## src/rtl/aging_pkg.sv

```systemverilog
// Shared types and helpers for the aging/sysmon UART frame transmitter.
package aging_pkg;

  localparam logic [7:0] AGING_SYNC_BYTE = 8'hA5;

  typedef struct packed {
    logic       alarm;
    logic [2:0] rsvd;
    logic [3:0] seq;
  } aging_hdr_t;

  typedef enum logic [1:0] {
    IDLE,
    LEAD,
    BYTE,
    GUARD
  } aging_tx_state_e;

  // One byte of CRC-8 (poly 0x07, MSB first, no reflection)
  function automatic logic [7:0] crc8_step(input logic [7:0] crc, input logic [7:0] data);
    logic [7:0] c;
    c = crc ^ data;
    for (int unsigned i = 0; i < 8; i++) begin
      c = c[7] ? ((c << 1) ^ 8'h07) : (c << 1);
    end
    return c;
  endfunction

endpackage

```

## src/rtl/uart_tx_byte.sv

```systemverilog
// 8N1 byte serialiser: start bit, 8 data bits LSB first, stop bit, DIV cycles per bit.
// ready_o is also high in the final cycle of the stop bit so bytes can run back to back.
module uart_tx_byte #(
  parameter int unsigned DIV = 173
) (
  input  logic       clk_i,
  input  logic       rst_ni,
  input  logic [7:0] byte_i,
  input  logic       valid_i,
  output logic       ready_o,
  output logic       tx_o
);

  localparam logic [15:0] DIV_M1 = 16'(DIV - 1);

  logic        busy_q, busy_d;
  logic [15:0] baud_q, baud_d;
  logic [3:0]  bit_q, bit_d;
  logic [8:0]  sh_q, sh_d;
  logic        tx_q, tx_d;
  logic        last_tick;

  assign last_tick = busy_q && (baud_q == DIV_M1) && (bit_q == 4'd9);
  assign ready_o   = !busy_q || last_tick;
  assign tx_o      = tx_q;

  // Bit timing and shift: load on handshake, advance one bit every DIV cycles
  always_comb begin
    busy_d = busy_q;
    baud_d = baud_q;
    bit_d  = bit_q;
    sh_d   = sh_q;
    tx_d   = tx_q;
    if (ready_o && valid_i) begin
      busy_d = 1'b1;
      baud_d = '0;
      bit_d  = '0;
      sh_d   = {1'b1, byte_i};
      tx_d   = 1'b0;
    end else if (busy_q) begin
      if (baud_q == DIV_M1) begin
        baud_d = '0;
        if (bit_q == 4'd9) begin
          busy_d = 1'b0;
          tx_d   = 1'b1;
        end else begin
          tx_d  = sh_q[0];
          sh_d  = {1'b1, sh_q[8:1]};
          bit_d = bit_q + 4'd1;
        end
      end else begin
        baud_d = baud_q + 16'd1;
      end
    end
  end

  // Serialiser state registers; line idles high in reset
  always_ff @(posedge clk_i or negedge rst_ni) begin
    if (!rst_ni) begin
      busy_q <= 1'b0;
      baud_q <= '0;
      bit_q  <= '0;
      sh_q   <= '1;
      tx_q   <= 1'b1;
    end else begin
      busy_q <= busy_d;
      baud_q <= baud_d;
      bit_q  <= bit_d;
      sh_q   <= sh_d;
      tx_q   <= tx_d;
    end
  end

endmodule

```

## src/rtl/aging_frame_tx.sv

```systemverilog
// Frames one aging/sysmon sample (SYNC, HDR, payload LSB byte first, CHK) and sends it 8N1.
// tx_active_o covers the lead-in bit, all bytes and the guard time.
// Build option AGING_FRAME_CRC_EN: CHK is CRC-8/0x07 instead of the XOR checksum.
module aging_frame_tx
  import aging_pkg::*;
#(
  parameter int unsigned CLK_FREQ      = 20000000,
  parameter int unsigned BAUD_RATE     = 115200,
  parameter int unsigned PAYLOAD_BYTES = 4,
  parameter int unsigned GUARD_BITS    = 2
) (
  input  logic                       clk_i,
  input  logic                       rst_ni,
  input  logic                       sample_valid_i,
  output logic                       sample_ready_o,
  input  logic [8*PAYLOAD_BYTES-1:0] sample_data_i,
  input  logic                       alarm_i,
  output logic                       tx_o,
  output logic                       tx_active_o
);

  localparam int unsigned DIV      = CLK_FREQ / BAUD_RATE;
  localparam logic [15:0] DIV_M1   = 16'(DIV - 1);
  localparam logic [3:0]  LAST_IDX = 4'(PAYLOAD_BYTES + 2);
  localparam logic [3:0]  END_IDX  = 4'(PAYLOAD_BYTES + 3);
  localparam logic [7:0]  GUARD_M1 = 8'(GUARD_BITS - 1);

  aging_tx_state_e            state_q, state_d;
  logic [8*PAYLOAD_BYTES-1:0] data_q, data_d;
  logic                       alarm_q, alarm_d;
  logic [3:0]                 seq_q, seq_d;
  logic [15:0]                baud_q, baud_d;
  logic [7:0]                 gbit_q, gbit_d;
  logic [3:0]                 idx_q, idx_d;
  logic [7:0]                 chk_q, chk_d;
  logic                       ready_q, ready_d;
  logic                       active_q, active_d;

  aging_hdr_t hdr;
  logic [7:0] byte_data;
  logic [7:0] chk_next;
  logic       byte_valid;
  logic       byte_ready;

  assign sample_ready_o = ready_q;
  assign tx_active_o    = active_q;

  // Byte currently offered to the serialiser, selected by slot index
  always_comb begin
    hdr       = '{alarm: alarm_q, rsvd: 3'b000, seq: seq_q};
    byte_data = chk_q;
    if (idx_q == 4'd0) begin
      byte_data = AGING_SYNC_BYTE;
    end else if (idx_q == 4'd1) begin
      byte_data = hdr;
    end else begin
      for (int unsigned i = 0; i < PAYLOAD_BYTES; i++) begin
        if (idx_q == 4'(i + 2)) byte_data = data_q[8*i +: 8];
      end
    end
`ifdef AGING_FRAME_CRC_EN
    chk_next = crc8_step(chk_q, byte_data);
`else
    chk_next = chk_q ^ byte_data;
`endif
  end

  // Frame sequencer: lead-in bit, byte slots, guard time, back to idle
  always_comb begin
    state_d    = state_q;
    data_d     = data_q;
    alarm_d    = alarm_q;
    seq_d      = seq_q;
    baud_d     = baud_q;
    gbit_d     = gbit_q;
    idx_d      = idx_q;
    chk_d      = chk_q;
    ready_d    = ready_q;
    active_d   = active_q;
    byte_valid = 1'b0;
    unique case (state_q)
      IDLE: begin
        ready_d = 1'b1;
        if (sample_valid_i && ready_q) begin
          data_d   = sample_data_i;
          alarm_d  = alarm_i;
          state_d  = LEAD;
          baud_d   = '0;
          idx_d    = '0;
          chk_d    = '0;
          ready_d  = 1'b0;
          active_d = 1'b1;
        end
      end
      LEAD: begin
        if (baud_q == DIV_M1) begin
          byte_valid = 1'b1;
          if (byte_ready) begin
            idx_d   = 4'd1;
            state_d = BYTE;
          end
        end else begin
          baud_d = baud_q + 16'd1;
        end
      end
      BYTE: begin
        if (idx_q != END_IDX) begin
          byte_valid = 1'b1;
          if (byte_ready) begin
            idx_d = idx_q + 4'd1;
            // HDR and payload slots feed the checksum, which is complete before CHK is sent
            if (idx_q != LAST_IDX) chk_d = chk_next;
          end
        end else if (byte_ready) begin
          state_d = GUARD;
          baud_d  = '0;
          gbit_d  = '0;
        end
      end
      GUARD: begin
        if (baud_q == DIV_M1) begin
          baud_d = '0;
          if (gbit_q == GUARD_M1) begin
            state_d  = IDLE;
            active_d = 1'b0;
            ready_d  = 1'b1;
            seq_d    = seq_q + 4'd1;
          end else begin
            gbit_d = gbit_q + 8'd1;
          end
        end else begin
          baud_d = baud_q + 16'd1;
        end
      end
      default: state_d = IDLE;
    endcase
  end

  // Sequencer state and registered outputs
  always_ff @(posedge clk_i or negedge rst_ni) begin
    if (!rst_ni) begin
      state_q  <= IDLE;
      data_q   <= '0;
      alarm_q  <= 1'b0;
      seq_q    <= '0;
      baud_q   <= '0;
      gbit_q   <= '0;
      idx_q    <= '0;
      chk_q    <= '0;
      ready_q  <= 1'b0;
      active_q <= 1'b0;
    end else begin
      state_q  <= state_d;
      data_q   <= data_d;
      alarm_q  <= alarm_d;
      seq_q    <= seq_d;
      baud_q   <= baud_d;
      gbit_q   <= gbit_d;
      idx_q    <= idx_d;
      chk_q    <= chk_d;
      ready_q  <= ready_d;
      active_q <= active_d;
    end
  end

  uart_tx_byte #(
    .DIV(DIV)
  ) u_byte (
    .clk_i  (clk_i),
    .rst_ni (rst_ni),
    .byte_i (byte_data),
    .valid_i(byte_valid),
    .ready_o(byte_ready),
    .tx_o   (tx_o)
  );

endmodule

```

## config.mk

```make
export PLATFORM = sky130hd
export DESIGN_NAME = aging_frame_tx
export DESIGN_NICKNAME = d
export VERILOG_FILES = /design/src/rtl/aging_pkg.sv /design/src/rtl/uart_tx_byte.sv /design/src/rtl/aging_frame_tx.sv
export SDC_FILE = /design/constraint.sdc
export NUM_CORES = 1
export LEC_CHECK = 0
export ABC_AREA = 1
export ABC_CLOCK_PERIOD_IN_PS = 2250
export BUFFER_PORTS_ARGS = -buffer_cell sky130_fd_sc_hd__buf_2
export CAP_MARGIN = 25
export CORE_ASPECT_RATIO = 1.25
export CORE_MARGIN = 2
export CORE_UTILIZATION = 35
export CTS_CLUSTER_DIAMETER = 150
export CTS_CLUSTER_SIZE = 8
export DETAILED_ROUTE_END_ITERATION = 8
export GPL_ROUTABILITY_DRIVEN = 0
export PLACE_DENSITY = 0.57
export SETUP_SLACK_MARGIN = 0.02
export SLEW_MARGIN = 5
export SYNTH_ARGS = -nofsm -noshare
export SYNTH_HDL_FRONTEND = slang
export SYNTH_SLANG_ARGS = --single-unit
```

## constraint.sdc

```tcl
create_clock -name clk_i -period 2.25 [get_ports clk_i]
set_clock_uncertainty 0.05 [all_clocks]
set_input_delay 0.5625 -clock clk_i [delete_from_list [all_inputs] [get_ports clk_i]]
set_output_delay 0.5625 -clock clk_i [all_outputs]
set_load 0.005 [all_outputs]
```

Word-level counts from Yosys, hierarchy flattened
Index checks and enable logic that the tools add are counted.
- bits in registers: 108
- bits of input ports: 36
- output and inout bits: 3
- logic and storage cells: 139
- $add $sub $neg: 6
- eq/ne operators: 26
- muxes and demuxes: 66
- bitwise operators: 1
- reductions and logical operators: 25
- operator list (operator ; count):
    16-bit two-way mux ; 8
    8-bit two-way mux ; 14
    16-bit case mux with 4 select lines ; 1
    4-bit two-way mux ; 9
    9-bit two-way mux ; 4
    16-bit by 1-bit adder with 16-bit output, second input constant ; 2
    16-bit by 8-bit == test with 1-bit output, second input constant ; 2
    8-bit case mux with 2 select lines ; 2
    2-bit != test, second input constant ; 10
    1-bit two-way mux ; 16
    2-bit two-way mux ; 7
    4-bit by 1-bit adder with 4-bit output, second input constant ; 3
    4-bit case mux with 3 select lines ; 1
    5-bit AND reduction ; 2
    2-bit nonzero test ; 5
    3-bit AND reduction ; 3
    8-bit by 1-bit adder with 8-bit output, second input constant ; 1
    4-bit by 2-bit == test with 1-bit output, second input constant ; 2
    4-bit by 3-bit == test with 1-bit output, second input constant ; 2
    8-bit by 1-bit == test with 1-bit output, second input constant ; 1
    4-bit by 3-bit != test with 1-bit output, second input constant ; 2
    2-bit case mux with 4 select lines ; 1
    4-bit AND reduction ; 2
    8-bit bitwise XOR ; 1
    15 further kinds ; 23

Depth between registers and ports, before layout
Gate-level depths: netlist of the first run.
- depth in word-level cells: 12
- mapped depth: 15
- gate-level depth less buffers: 15

Modules after synthesis
From an unflattened synthesis of the first run, not the netlist that was laid out.
- cell total of the unflattened synthesis: 805
- area, all modules: 6297.3 um^2
- by module, submodules not included (module ; times used ; cells each ; area each (um^2) ; sequential area each (um^2)):
    aging_frame_tx ; 1 ; 551 ; 4484.3 ; 1926.8
    uart_tx_byte ; 1 ; 254 ; 1813.0 ; 762.0

Worst setup path after synthesis of the first run
OpenSTA, ideal clock, no wires.
- path type: flip-flop to flip-flop
- start point: register state_q[0]
- end point: register chk_q[0]
- setup time: 0.119 ns
- arrival: 1.645 ns
- required time: 2.081 ns
- path slack: 0.436 ns
- cell stages (with the launch flop): 11
- path buffers: 1
- cell sequence: dfrtp_1 > inv_1 > ha_1 > inv_1 > o31ai_2 > nor2_1 > nand2_2 > inv_2 > buf_4 > a21oi_1 > nor2_1
- longest elaborated chain between the ends: 3
- elaborated cells on any way between the ends: 9
- those cells by class: eq/ne: 5; mux: 1; reduce/logical: 3
- RTL lines (item ; RTL line ; text):
    start, declared ; aging_frame_tx.sv:28 ; aging_tx_state_e state_q, state_d;
    start signal, assigned ; aging_frame_tx.sv:153 ; state_q <= state_d;
    2-bit == test / 2-bit logical NOT (equally long branches) ; aging_frame_tx.sv:81 ; unique case (state_q)
    2-bit != test (no line) (tied with other cells) ; -- ;
    5-bit AND reduction (no line) ; -- ;
    end signal, assigned ; aging_frame_tx.sv:160 ; chk_q <= chk_d;
    end, declared ; aging_frame_tx.sv:35 ; logic [7:0] chk_q, chk_d;
Several ways; a longest one is shown, not always the timed one.
A chain may end at the register's enable or synchronous reset.

Worst setup path after layout of the first run
- start point: register idx_q[2]
- end point: register chk_q[2]
- longest elaborated chain between the ends: 12
- elaborated cells on any way between the ends: 22
- those cells by class: eq/ne: 9; mux: 10; bitwise: 1; reduce/logical: 2
- RTL lines (item ; RTL line ; text):
    start, declared ; aging_frame_tx.sv:34 ; logic [3:0] idx_q, idx_d;
    start signal, assigned ; aging_frame_tx.sv:159 ; idx_q <= idx_d;
    4-bit by 2-bit == test with 1-bit output ; aging_frame_tx.sv:58 ; if (idx_q == 4'(i + 2)) byte_data = data_q[8*i +: 8];
    8-bit two-way mux (4 in a row) ; aging_frame_tx.sv:58 ;
    8-bit two-way mux ; aging_frame_tx.sv:54 ; end else if (idx_q == 4'd1) begin
    8-bit two-way mux ; aging_frame_tx.sv:52 ; if (idx_q == 4'd0) begin
    8-bit bitwise XOR ; aging_frame_tx.sv:64 ; chk_next = chk_q ^ byte_data;
    8-bit two-way mux ; aging_frame_tx.sv:112 ; if (idx_q != LAST_IDX) chk_d = chk_next;
    8-bit two-way mux ; aging_frame_tx.sv:109 ; if (byte_ready) begin
    8-bit two-way mux ; aging_frame_tx.sv:107 ; if (idx_q != END_IDX) begin
    8-bit case mux with 2 select lines ; aging_frame_tx.sv:81 ;
Several ways; a longest one is shown, not always the timed one. The select of a mux whose other input is x is not followed.

==> results of run 1 <==
-- worst max-delay path by stage --
| stage | end | slack [ns] | start |
|---|---|---|---|
| 6_report | chk_q[2] | 0.19 | idx_q[2] |
| 5_1_grt | chk_q[2] | 0.03 | idx_q[0] |
| 4_1_cts | chk_q[2] | 0.07 | state_q[0] |
| 3_5_place_dp | chk_q[0] | 0.09 | state_q[0] |
| 3_3_place_gp | chk_q[3] | 0.09 | state_q[0] |
| 2_1_floorplan | chk_q[0] | 0.44 | state_q[0] |
-- flip-flops by register name (all words and copies together), names as in the netlist --
signal and count:
state_q 2, u_byte.baud_q 16, chk_q 8, u_byte.tx_o 1, tx_active_o 1, u_byte.busy_q 1
sample_ready_o 1, data_q 32, gbit_q 8, u_byte.bit_q 4, alarm_q 1, idx_q 4
baud_q 16, seq_q 4, u_byte.sh_q 8
-- worst max-delay path, stage by stage (launching register included) --
cell and delay [ns]:
dfrtp_1 0.48, nor2_4 0.26, nand2_2 0.16, or2_2 0.30
nand3_1 0.14, nand3_1 0.09, nand2_1 0.12, nand2_1 0.11
a21oi_1 0.16, nor2_1 0.07
-- kinds of logic after synthesis --
family,count (synthesis),synth area share
AOI/OAI and AO/OA,94,0.0964
xor gates and xnor gates,25,0.0330
adders and majority gates,18,0.0340
buffers and inverters,113,0.0796
DFF,107,0.405
muxes,31,0.0526
and+or+nand+nor,427,0.299
-- timing repair --
item                       in CTS  in global routing
setup endpoints to repair       0                 41
setup buffers                   0                  1
gates resized for setup         0                  8
-- stage by stage --
step                      utilization  total power [mW]  worst slack (ns)  instances  hold WS, ns
after CTS                       0.398              8.03            0.0710       1101        0.114
after global placement          0.382              6.31            0.0918       1085        0.426
final                           0.401              8.00             0.190       1102        0.109
after floorplan                     -              5.49             0.436        815        0.217
after global routing            0.401              8.64            0.0312       1102        0.131
after detailed placement        0.382              6.37            0.0921       1085        0.425
-- synth_stat cells, types with 6 or more instances --
master	count
o311ai_0	7
buf_6	6
dfrtp_1	98
o21ai_1	11
inv_1	80
nand4_1	19
nand2_2	16
clkbuf_1	7
ha_1	18
nor3_1	10
nand3_1	79
xor2_1	22
mux2_2	31
o21ai_0	26
inv_2	6
a21oi_1	26
nor2_1	91
dfstp_2	9
o21ai_2	6
nand2_1	179
-- power by group --
part | switching, mW | total (mW) | internal [mW]
logic | 2.09 | 3.42 | 1.32
registers | 0.414 | 2.97 | 2.56
clock network | 0.713 | 1.61 | 0.901
-- layer usage --
layer / vias up / part of all wire
met5: - / 0
met4: 0 / 0.024
met3: 25 / 0.021
met2: 85 / 0.51
met1: 2542 / 0.45
li1: 2769 / -
-- cell type report --
cell class / instances / share of cell area
Tap cell: 232 / 0.0387
Inverter: 90 / 0.0471
Clock buffer: 14 / 0.0339
Multi-Input combinational cell: 595 / 0.459
Timing Repair Buffer: 62 / 0.0579
Clock inverter: 2 / 0.00517
Sequential cell: 107 / 0.359
==> impl_metrics.toml, run 1 <==
[status]
status = "finished clean"

[worst_setup_path]
r2r-end = "chk_q[2]"
start_kind = "flop"
crit_fanout = 10
critical_path_required_ns = 2.45
cp-end-kind = "flop"
reg2reg_from = "idx_q[2]"
worstPathArrival_ns = 2.26
reg2regPathDepth = 9
critical_path_class = "reg -> reg"
r2r_slack_ns = 0.19

[hold_path]
hold_path_class = "in -> async"

[power_and_ir_drop]
peakVddDrop_mv = 0.561
power_leakage_nw = 3.54
cellPowerDensity_nw_per_um2 = 1070

[clock_network]
cts_tree = "done"
cts_hold_buf = 0
insertion_delay_ns = 0.36
cts_sinks = 107
root_buffer = "clkbuf_16"
h-tree-depth = 3
clk_path_buf_depth = 2
numCtsBuffers = 9
clkTransAtPathRegs_ns = 0.07

[yosys]
ys_dominant_reg_cell = "dfrtp_1"
syn-cell-area_um2 = 6630
ys_async_sr_fraction = 1.00
synth_top_area_frac = 0.370
netlist-cell-type-count = 50
ys_seq_area_frac = 0.405
ys.warnings.count = 0
synth_fp_nets = 869
syn_area_per_cell_um2 = 8.14
post_synth_main_area_contributors = "dfrtp_1 37%, nand2_1 10%, nand3_1 6.0%, mux2_2 5.3%, nor2_1 5.1%"
ys_ff_latch = 107
yosys.area.top_type = "dfrtp_1"
synth_cells = 815
synth_edf_count = 0

[grt]
grt.overflow.total = 0
grt_pass1_vias = 5409
grt_pass1_wl_um = 26000
top_usage_layer = "met2"
track_usage = 0.161
globalRouteMet1Util = 0.196
antenna_found_initial = 0
grt_max_degree = 37
grt_use_met3 = 0.0172
use_met2 = 0.291

[floorplan]
coreArea_um2 = 18700
die_y_um = 158
rows = 56
start_util = 0.355
boundaryPins = 39
die_w_um = 127
die_area_um2 = 20100

[routing]
vias = 5421
routedWlPerCell_um = 14.0
drcViolationCount = 0
drtPass1Iterations = 5
drt_wl_total_um = 15400
drt_iter0_drc = 222
viasPerCell = 4.92
ant_nets = 0

[sta]
slew_violations = 0
report.final.setup_viol = 0
fmax_mhz = 485
min_period_ns = 2.06
rsz0062_at_grt = "false"
relSlewSlack = 0.686
worst_pin_slew_ns = 0.471
finalHoldViolCount = 0
tns_ns = 0
fin_crit_sh = 0.916

[finish]
drive_above_1_share = 0.207
n_fill_cell = 1903
layout_commonest_cell = "nand2_1"
final_nets = 919
syn_to_final_growth_pct = 13.0
ff_latch_area_um2 = 2690
final_area_um2 = 7500
mostFrequentLayoutCells = "177 x nand2_1, 98 x dfrtp_1, 91 x nor2_1, 79 x inv_1, 78 x nand3_1"
diodes = 0
multiInputGateArea_um2 = 3440

[placed_design]
port_buffers = 38
place_area_um2 = 7160
dp_hpwl_um = 11600

[run]
cap_violations = 0
(Power assumes the default switching activity.)
==> run 2, diff against run 1 <==
--- a/config.mk
+++ b/config.mk
@@ -6,9 +6,10 @@
 export NUM_CORES = 1
 export LEC_CHECK = 0
 export ABC_AREA = 1
-export ABC_CLOCK_PERIOD_IN_PS = 2250
 export BUFFER_PORTS_ARGS = -buffer_cell sky130_fd_sc_hd__buf_2
 export CAP_MARGIN = 25
+export CELL_PAD_IN_SITES_DETAIL_PLACEMENT = 2
+export CELL_PAD_IN_SITES_GLOBAL_PLACEMENT = 2
 export CORE_ASPECT_RATIO = 1.25
 export CORE_MARGIN = 2
 export CORE_UTILIZATION = 35
@@ -16,7 +17,7 @@
 export CTS_CLUSTER_SIZE = 8
 export DETAILED_ROUTE_END_ITERATION = 8
 export GPL_ROUTABILITY_DRIVEN = 0
-export PLACE_DENSITY = 0.57
+export PLACE_DENSITY = 0.82
 export SETUP_SLACK_MARGIN = 0.02
 export SLEW_MARGIN = 5
 export SYNTH_ARGS = -nofsm -noshare
==> run 2 against run 1 <==
  * Total power up 4.9%
  * Register-to-register slack worse by 0.06 ns
  * Combinational power up 7.9%
  * Critical path type unchanged
  * Sequential cell count unchanged
  * Utilization up 0.31 points
  * First-iteration DRC count down 5.0%
  * Maximum frequency down 2.7%
  * Sequential share of layout area down 0.23 points
==> impl_metrics.toml, run 2 (same netlist as run 1, synthesis figures left out) <==
[run]
cap_violations = 0

[worst_setup_path]
path_cells = "inv_1 -> ha_4 -> inv_1 -> o31ai_2 -> nor2_1 -> nand2_2 -> inv_2 -> buf_4 -> a21oi_1 -> nor2_1"
cp-startpoint = "state_q[0]"
cp-end-kind = "flop"
crit_fanout = 12
worstPathArrival_ns = 2.33
critical_path_class = "reg -> reg"
reg2reg_from = "state_q[0]"
start_kind = "flop"
cpPeakStageDelay_ns = 0.44
critical_path_required_ns = 2.46
slowest_stage = "dfrtp_1"

[finish]
diodes = 0
largest_reg_flops = 32
final_nets = 922
final_area_um2 = 7550
mostFrequentLayoutCells = "177 x nand2_1, 95 x dfrtp_1, 91 x nor2_1, 78 x inv_1, 78 x nand3_1"
final_cells = 1105
layout_commonest_cell = "nand2_1"
drive_above_1_share = 0.220
regMostFlops = "data_q"
reg_top3 = "data_q x32, baud_q x16, u_byte.baud_q x16"
syn_to_final_growth_pct = 13.9

[grt]
track_usage = 0.203
grt_pass1_vias = 6395
grt_max_degree = 32
antenna_found_initial = 0
grt.overflow.total = 0
grt_pass1_wl_um = 32700

[floorplan]
rows = 56
die_area_um2 = 20100
start_util = 0.355
die_y_um = 158
die_w_um = 127
boundaryPins = 39
coreArea_um2 = 18700

[power_and_ir_drop]
cellPowerDensity_nw_per_um2 = 1110
peakVddDrop_mv = 0.532
p_int_mw = 4.77
power.share.clock = 0.201
p_sw_mw = 3.62
power_leakage_nw = 3.55
pwr-share-comb = 0.440
swShare = 0.431
seqPwrFrac = 0.359

[sta]
rsz0062_at_grt = "true"
finalHoldViolCount = 0
fmax_mhz = 472
fin_crit_sh = 0.941
slew_violations = 0
report.final.setup_viol = 0
tns_ns = 0
min_period_ns = 2.12
relSlewSlack = 0.581
worst_pin_slew_ns = 0.628

[clock_network]
h-tree-depth = 3
clk_path_buf_depth = 2
cts_hold_buf = 0
cts_tree = "done"
clkTransAtPathRegs_ns = 0.09
insertion_delay_ns = 0.37
numCtsBuffers = 9
cts_sinks = 107
root_buffer = "clkbuf_16"

[routing]
routedWlPerCell_um = 17.6
ant_nets = 0
viasPerCell = 5.18
vias = 5722
drtPass1Iterations = 5
drt_wl_total_um = 19400
drcViolationCount = 0
drt_iter0_drc = 211

[hold_path]
hold_path_class = "in -> async"

[placed_design]
place_area_um2 = 7170
port_buffers = 38
dp_hpwl_um = 14600
place_inst = 1084

[status]
status = "finished clean"
run 2: stage by stage:
| stage | setup slack [ns] | power [mW] | hold WS, ns | utilization |
|---|---|---|---|---|
| after floorplan | 0.436 | 5.49 | 0.217 | - |
| after global placement | 0.143 | 6.45 | 0.413 | 0.383 |
| after detailed placement | 0.0368 | 6.62 | 0.415 | 0.383 |
| after CTS | 0.0595 | 8.40 | 0.116 | 0.400 |
| after global routing | -0.0199 | 9.03 | 0.139 | 0.404 |
| final | 0.133 | 8.39 | 0.107 | 0.404 |
run 2: path summary, 6_finish.rpt:
path                                    end  slack, ns  depth (start not counted)
max reg2reg                        chk_q[2]       0.13                         10
max in group asynchronous    u_byte.sh_q[4]       1.44                          2
min in group clk_i               data_q[18]       0.36                          2
min                        u_byte.baud_q[7]       0.11                          1
max                                chk_q[2]       0.13                         10
min reg2reg                        seq_q[3]       0.43                          1
run 2: area by class of cell:
type	count	area, um^2
clock inverter	7	78.8
sequential	107	2690
clock buffer	9	225
fill	2192	11200
inverter	90	357
tap	232	290
timing repair buffer	65	462
multi-input combinational	595	3450
run 2: routing by layer:
metal  global-route usage  vias up  share of wire
li1                     -     2774              -
met1                0.249     2881           0.44
met2                0.375       50           0.53
met3               0.0264       17          0.013
met4               0.0549        0          0.013
met5                    0        -              0
run 2: power groups by stage:
stage,clock network [mW],registers [mW],logic (mW)
floorplan,0,2.89,2.60
global placement,0,3.02,3.43
detailed placement,0,3.05,3.57
CTS,1.75,3.02,3.64
global route,1.80,3.11,4.12
finish,1.69,3.02,3.69
run 2: critical path: cells and delay by family (launching register included):
| family | cells | cell delay (ns) |
|---|---|---|
| adder cells (fa/ha/maj) | 1 | 0.21 |
| buffers and inverters | 4 | 0.48 |
| flip-flops | 1 | 0.44 |
| AO/OA/AOI/OAI | 2 | 0.54 |
| AND/OR/NAND/NOR | 3 | 0.29 |
run 2: repair_timing:
item | 4_1_cts | 5_1_grt
pin swaps | 0 | 2
gates cloned | 0 | 1
endpoints found under the setup margin | 6 | 30
setup buffers | 0 | 4
gates resized for setup | 1 | 13
==> run 3, diff against run 2 <==
--- a/config.mk
+++ b/config.mk
@@ -5,7 +5,7 @@
 export SDC_FILE = /design/constraint.sdc
 export NUM_CORES = 1
 export LEC_CHECK = 0
-export ABC_AREA = 1
+export ABC_CLOCK_PERIOD_IN_PS = 2250
 export BUFFER_PORTS_ARGS = -buffer_cell sky130_fd_sc_hd__buf_2
 export CAP_MARGIN = 25
 export CELL_PAD_IN_SITES_DETAIL_PLACEMENT = 2
@@ -17,7 +17,7 @@
 export CTS_CLUSTER_SIZE = 8
 export DETAILED_ROUTE_END_ITERATION = 8
 export GPL_ROUTABILITY_DRIVEN = 0
-export PLACE_DENSITY = 0.82
+export PLACE_DENSITY = 0.79
 export SETUP_SLACK_MARGIN = 0.02
 export SLEW_MARGIN = 5
 export SYNTH_ARGS = -nofsm -noshare
==> run 3 against run 2 <==
  * Clock power barely moved
  * Sequential power fell by 36%
  * Synthesized cell count fell by 19%
  * The flow now finishes with violations (negative setup slack)
  * Largest power group is now sequential cells
  * Combinational power fell by 98%
  * Global-route usage rose by 16 points
  * Synthesized area fell by 5.2%
  * Non-clock buffer count rose by 131
  * Hold slack got worse by 0.041 ns
  * Clock-buffer cell count did not move
  * Sequential share of layout area fell by 7.2 points
  * Final cell count fell by 3.3%
  * Via count rose by 27%
==> impl_metrics.toml, run 3 <==
[worst_setup_path]
r2r-end = "chk_q[6]"
reg2regPathDepth = 9
crit_fanout = 9
crit_top_cell = "buf_4"
r2r_slack_ns = -0.67
worstPathArrival_ns = 3.10
reg2reg_from = "idx_q[0]"
start_kind = "flop"
cpPeakStageDelay_ns = 0.45
cp-end-kind = "flop"
critical_path_class = "reg -> reg"
cp-startpoint = "idx_q[0]"
crit_end = "chk_q[6]"
path_cells = "buf_4 -> inv_1 -> ha_2 -> buf_4 -> nor2_1 -> o21bai_1 -> a31oi_1 -> nor4_4 -> mux2i_1"
critical_path_required_ns = 2.43
slowest_stage = "dfrtp_1"

[power_and_ir_drop]
peakVddDrop_mv = 0.618
power.share.clock = 0.460
swShare = 0.268
seqPwrFrac = 0.516
cellPowerDensity_nw_per_um2 = 394
pwr-share-comb = 0.025
power_leakage_nw = 3.98
p_sw_mw = 1.00
p_int_mw = 2.73

[sta]
fin_crit_sh = 1.30
layout_setup_ws_ns = -0.666
finalHoldViolCount = 0
slew_violations = 0
worst_pin_slew_ns = 0.838
min_period_ns = 2.92
rsz0062_at_grt = "true"
relSlewSlack = 0.442
fmax_mhz = 343
report.final.setup_viol = 68

[run]
cap_violations = 0

[grt]
grt_pass1_vias = 7868
grt_max_degree = 45
grt.overflow.total = 0
track_usage = 0.367
grt_pass1_wl_um = 51300
antenna_found_initial = 0

[clock_network]
cts_hold_buf = 0
root_buffer = "clkbuf_16"
clk_path_buf_depth = 2
h-tree-depth = 3
numCtsBuffers = 9
cts_tree = "done"
cts_sinks = 107
insertion_delay_ns = 0.39
clkTransAtPathRegs_ns = 0.09

[finish]
layout_commonest_cell = "buf_4"
finish.utilization = 0.541
n_fill_cell = 1678
reg_top3 = "data_q x32, baud_q x16, u_byte.baud_q x16"
final_nets = 893
diodes = 0
regMostFlops = "data_q"
largest_reg_flops = 32
mostFrequentLayoutCells = "120 x buf_4, 97 x dfrtp_1, 41 x nand2_1, 37 x buf_2, 33 x mux2_2"
drive_above_1_share = 0.502
syn_to_final_growth_pct = 50.6

[floorplan]
boundaryPins = 39
start_util = 0.359
die_w_um = 124
coreArea_um2 = 17500
die_area_um2 = 19100
die_y_um = 154
rows = 54

[placed_design]
dp_slack_ns = -0.605
dp_hpwl_um = 17700
port_buffers = 38

[yosys]
ys_dominant_reg_cell = "dfrtp_1"
yosysMostFrequentCell = "dfrtp_1"
synth_edf_count = 0
syn-cell-area_um2 = 6290
ys_top_cells_by_count = "98 x dfrtp_1, 54 x a21oi_1, 44 x nand2_1"
ys_ff_latch = 107
synth_top_area_frac = 0.390
ys.warnings.count = 0
netlist-cell-type-count = 66
synth_fp_nets = 717
ys_async_sr_fraction = 1.00
syn_area_per_cell_um2 = 9.48
yosys.area.top_type = "dfrtp_1"
synth_cells = 663
post_synth_main_area_contributors = "dfrtp_1 39%, mux2_2 6.1%, a21oi_1 4.3%, dfstp_2 3.8%, ha_1 3.6%"
ys_seq_area_frac = 0.428

[routing]
drt_wl_total_um = 39300
vias = 7294
ant_nets = 0
viasPerCell = 6.83
drt_iter0_drc = 647
drcViolationCount = 0
drtPass1Iterations = 5
routedWlPerCell_um = 36.8

[status]
status = "complete, but fails checks"
violations = "negative setup slack"

[hold_path]
hold_path_class = "in -> async"
run 3: changes by cell type in the layout (fill, tap and decap cells not counted), moves of 16 or more:
cell      change
nand3_1      -59
inv_1        -48
nand2_1     -136
xor2_1       -22
or4_4        +19
nand2_2      -18
buf_6        +27
buf_4        +98
nand2b_1     +16
a21oi_2      +24
nor2_1       -63
run 3: logic make-up (layout without fill, tap and decap cells):
family / Yosys count / count (layout) / synth area share
buffers and inverters: 69 / 248 / 0.0412
multiplexers: 50 / 50 / 0.0865
AO/OA/AOI/OAI: 185 / 187 / 0.192
XOR/XNOR: 4 / 4 / 0.00557
flip-flops: 107 / 107 / 0.428
AND/OR/NAND/NOR: 230 / 230 / 0.211
adder cells (fa/ha/maj): 18 / 18 / 0.0358
run 3: final cells by class:
cell class | instances | area [um^2] | area share
clock buffer | 9 | 225 | 0.0238
timing repair buffer | 196 | 1630 | 0.172
clock inverter | 7 | 58.8 | 0.00621
inverter | 36 | 139 | 0.0147
tap | 224 | 280 | 0.0296
sequential | 107 | 2690 | 0.284
multi-input combinational | 489 | 4450 | 0.470
run 3: worst max-delay path, delay by kind of cell, from the launching register on:
family                   cells  cell delay, ns
buffers and inverters        3            0.48
AO/OA/AOI/OAI                2            0.57
adder cells (fa/ha/maj)      1            0.33
AND/OR/NAND/NOR              2            0.43
multiplexers                 1            0.45
flip-flops                   1            0.45
run 3: worst min path at each step:
stage,slack (ns),endpoint,start,cells past startpoint
4_1_cts,0.06,baud_q[13],rst_ni,1
2_1_floorplan,0.22,alarm_q,rst_ni,0
5_1_grt,0.07,gbit_q[7],rst_ni,1
3_5_place_dp,0.42,u_byte.sh_q[1],u_byte.sh_q[1],2
3_3_place_gp,0.40,u_byte.sh_q[7],u_byte.sh_q[7],2
6_report,0.07,gbit_q[7],rst_ni,1
run 3: stage by stage:
stage               cell area (um^2)  hold slack [ns]  TNS (ns)  power [mW]  std cells
floorplan                       6320            0.217     -7.75        1.96        663
global placement                7580            0.403    -11.75        2.04       1002
detailed placement              7580            0.418    -18.83        2.05       1002
CTS                             8590           0.0605    -12.24        3.66       1041
global route                    9470           0.0663    -23.07        3.79       1068
finish                          9470           0.0659    -21.28        3.73       1068
run 3: per-layer routing:
layer  global-route usage  vias to the layer above  wire [um]
met5                    0                        -          0
met2                0.649                      489      19700
li1                     -                     2858          -
met3               0.0564                      208       2310
met1                0.396                     3739      14000
met4                0.246                        0       3220
run 3: power groups by stage:
stage	Combinational [mW]	Clock (mW)	Sequential (mW)
CTS	0.0872	1.65	1.92
floorplan	0.00106	0	1.96
finish	0.0915	1.71	1.92
global route	0.0986	1.77	1.92
global placement	0.0804	0	1.96
detailed placement	0.0864	0	1.96
run 3: timing repair:
action | CTS | global route
pin swaps | 29 | 54
buffers inserted | 18 | 25
gates cloned | 5 | 4
endpoints found under the setup margin | 71 | 71
resized for setup | 119 | 139
endpoints found under the hold margin | 0 | 0
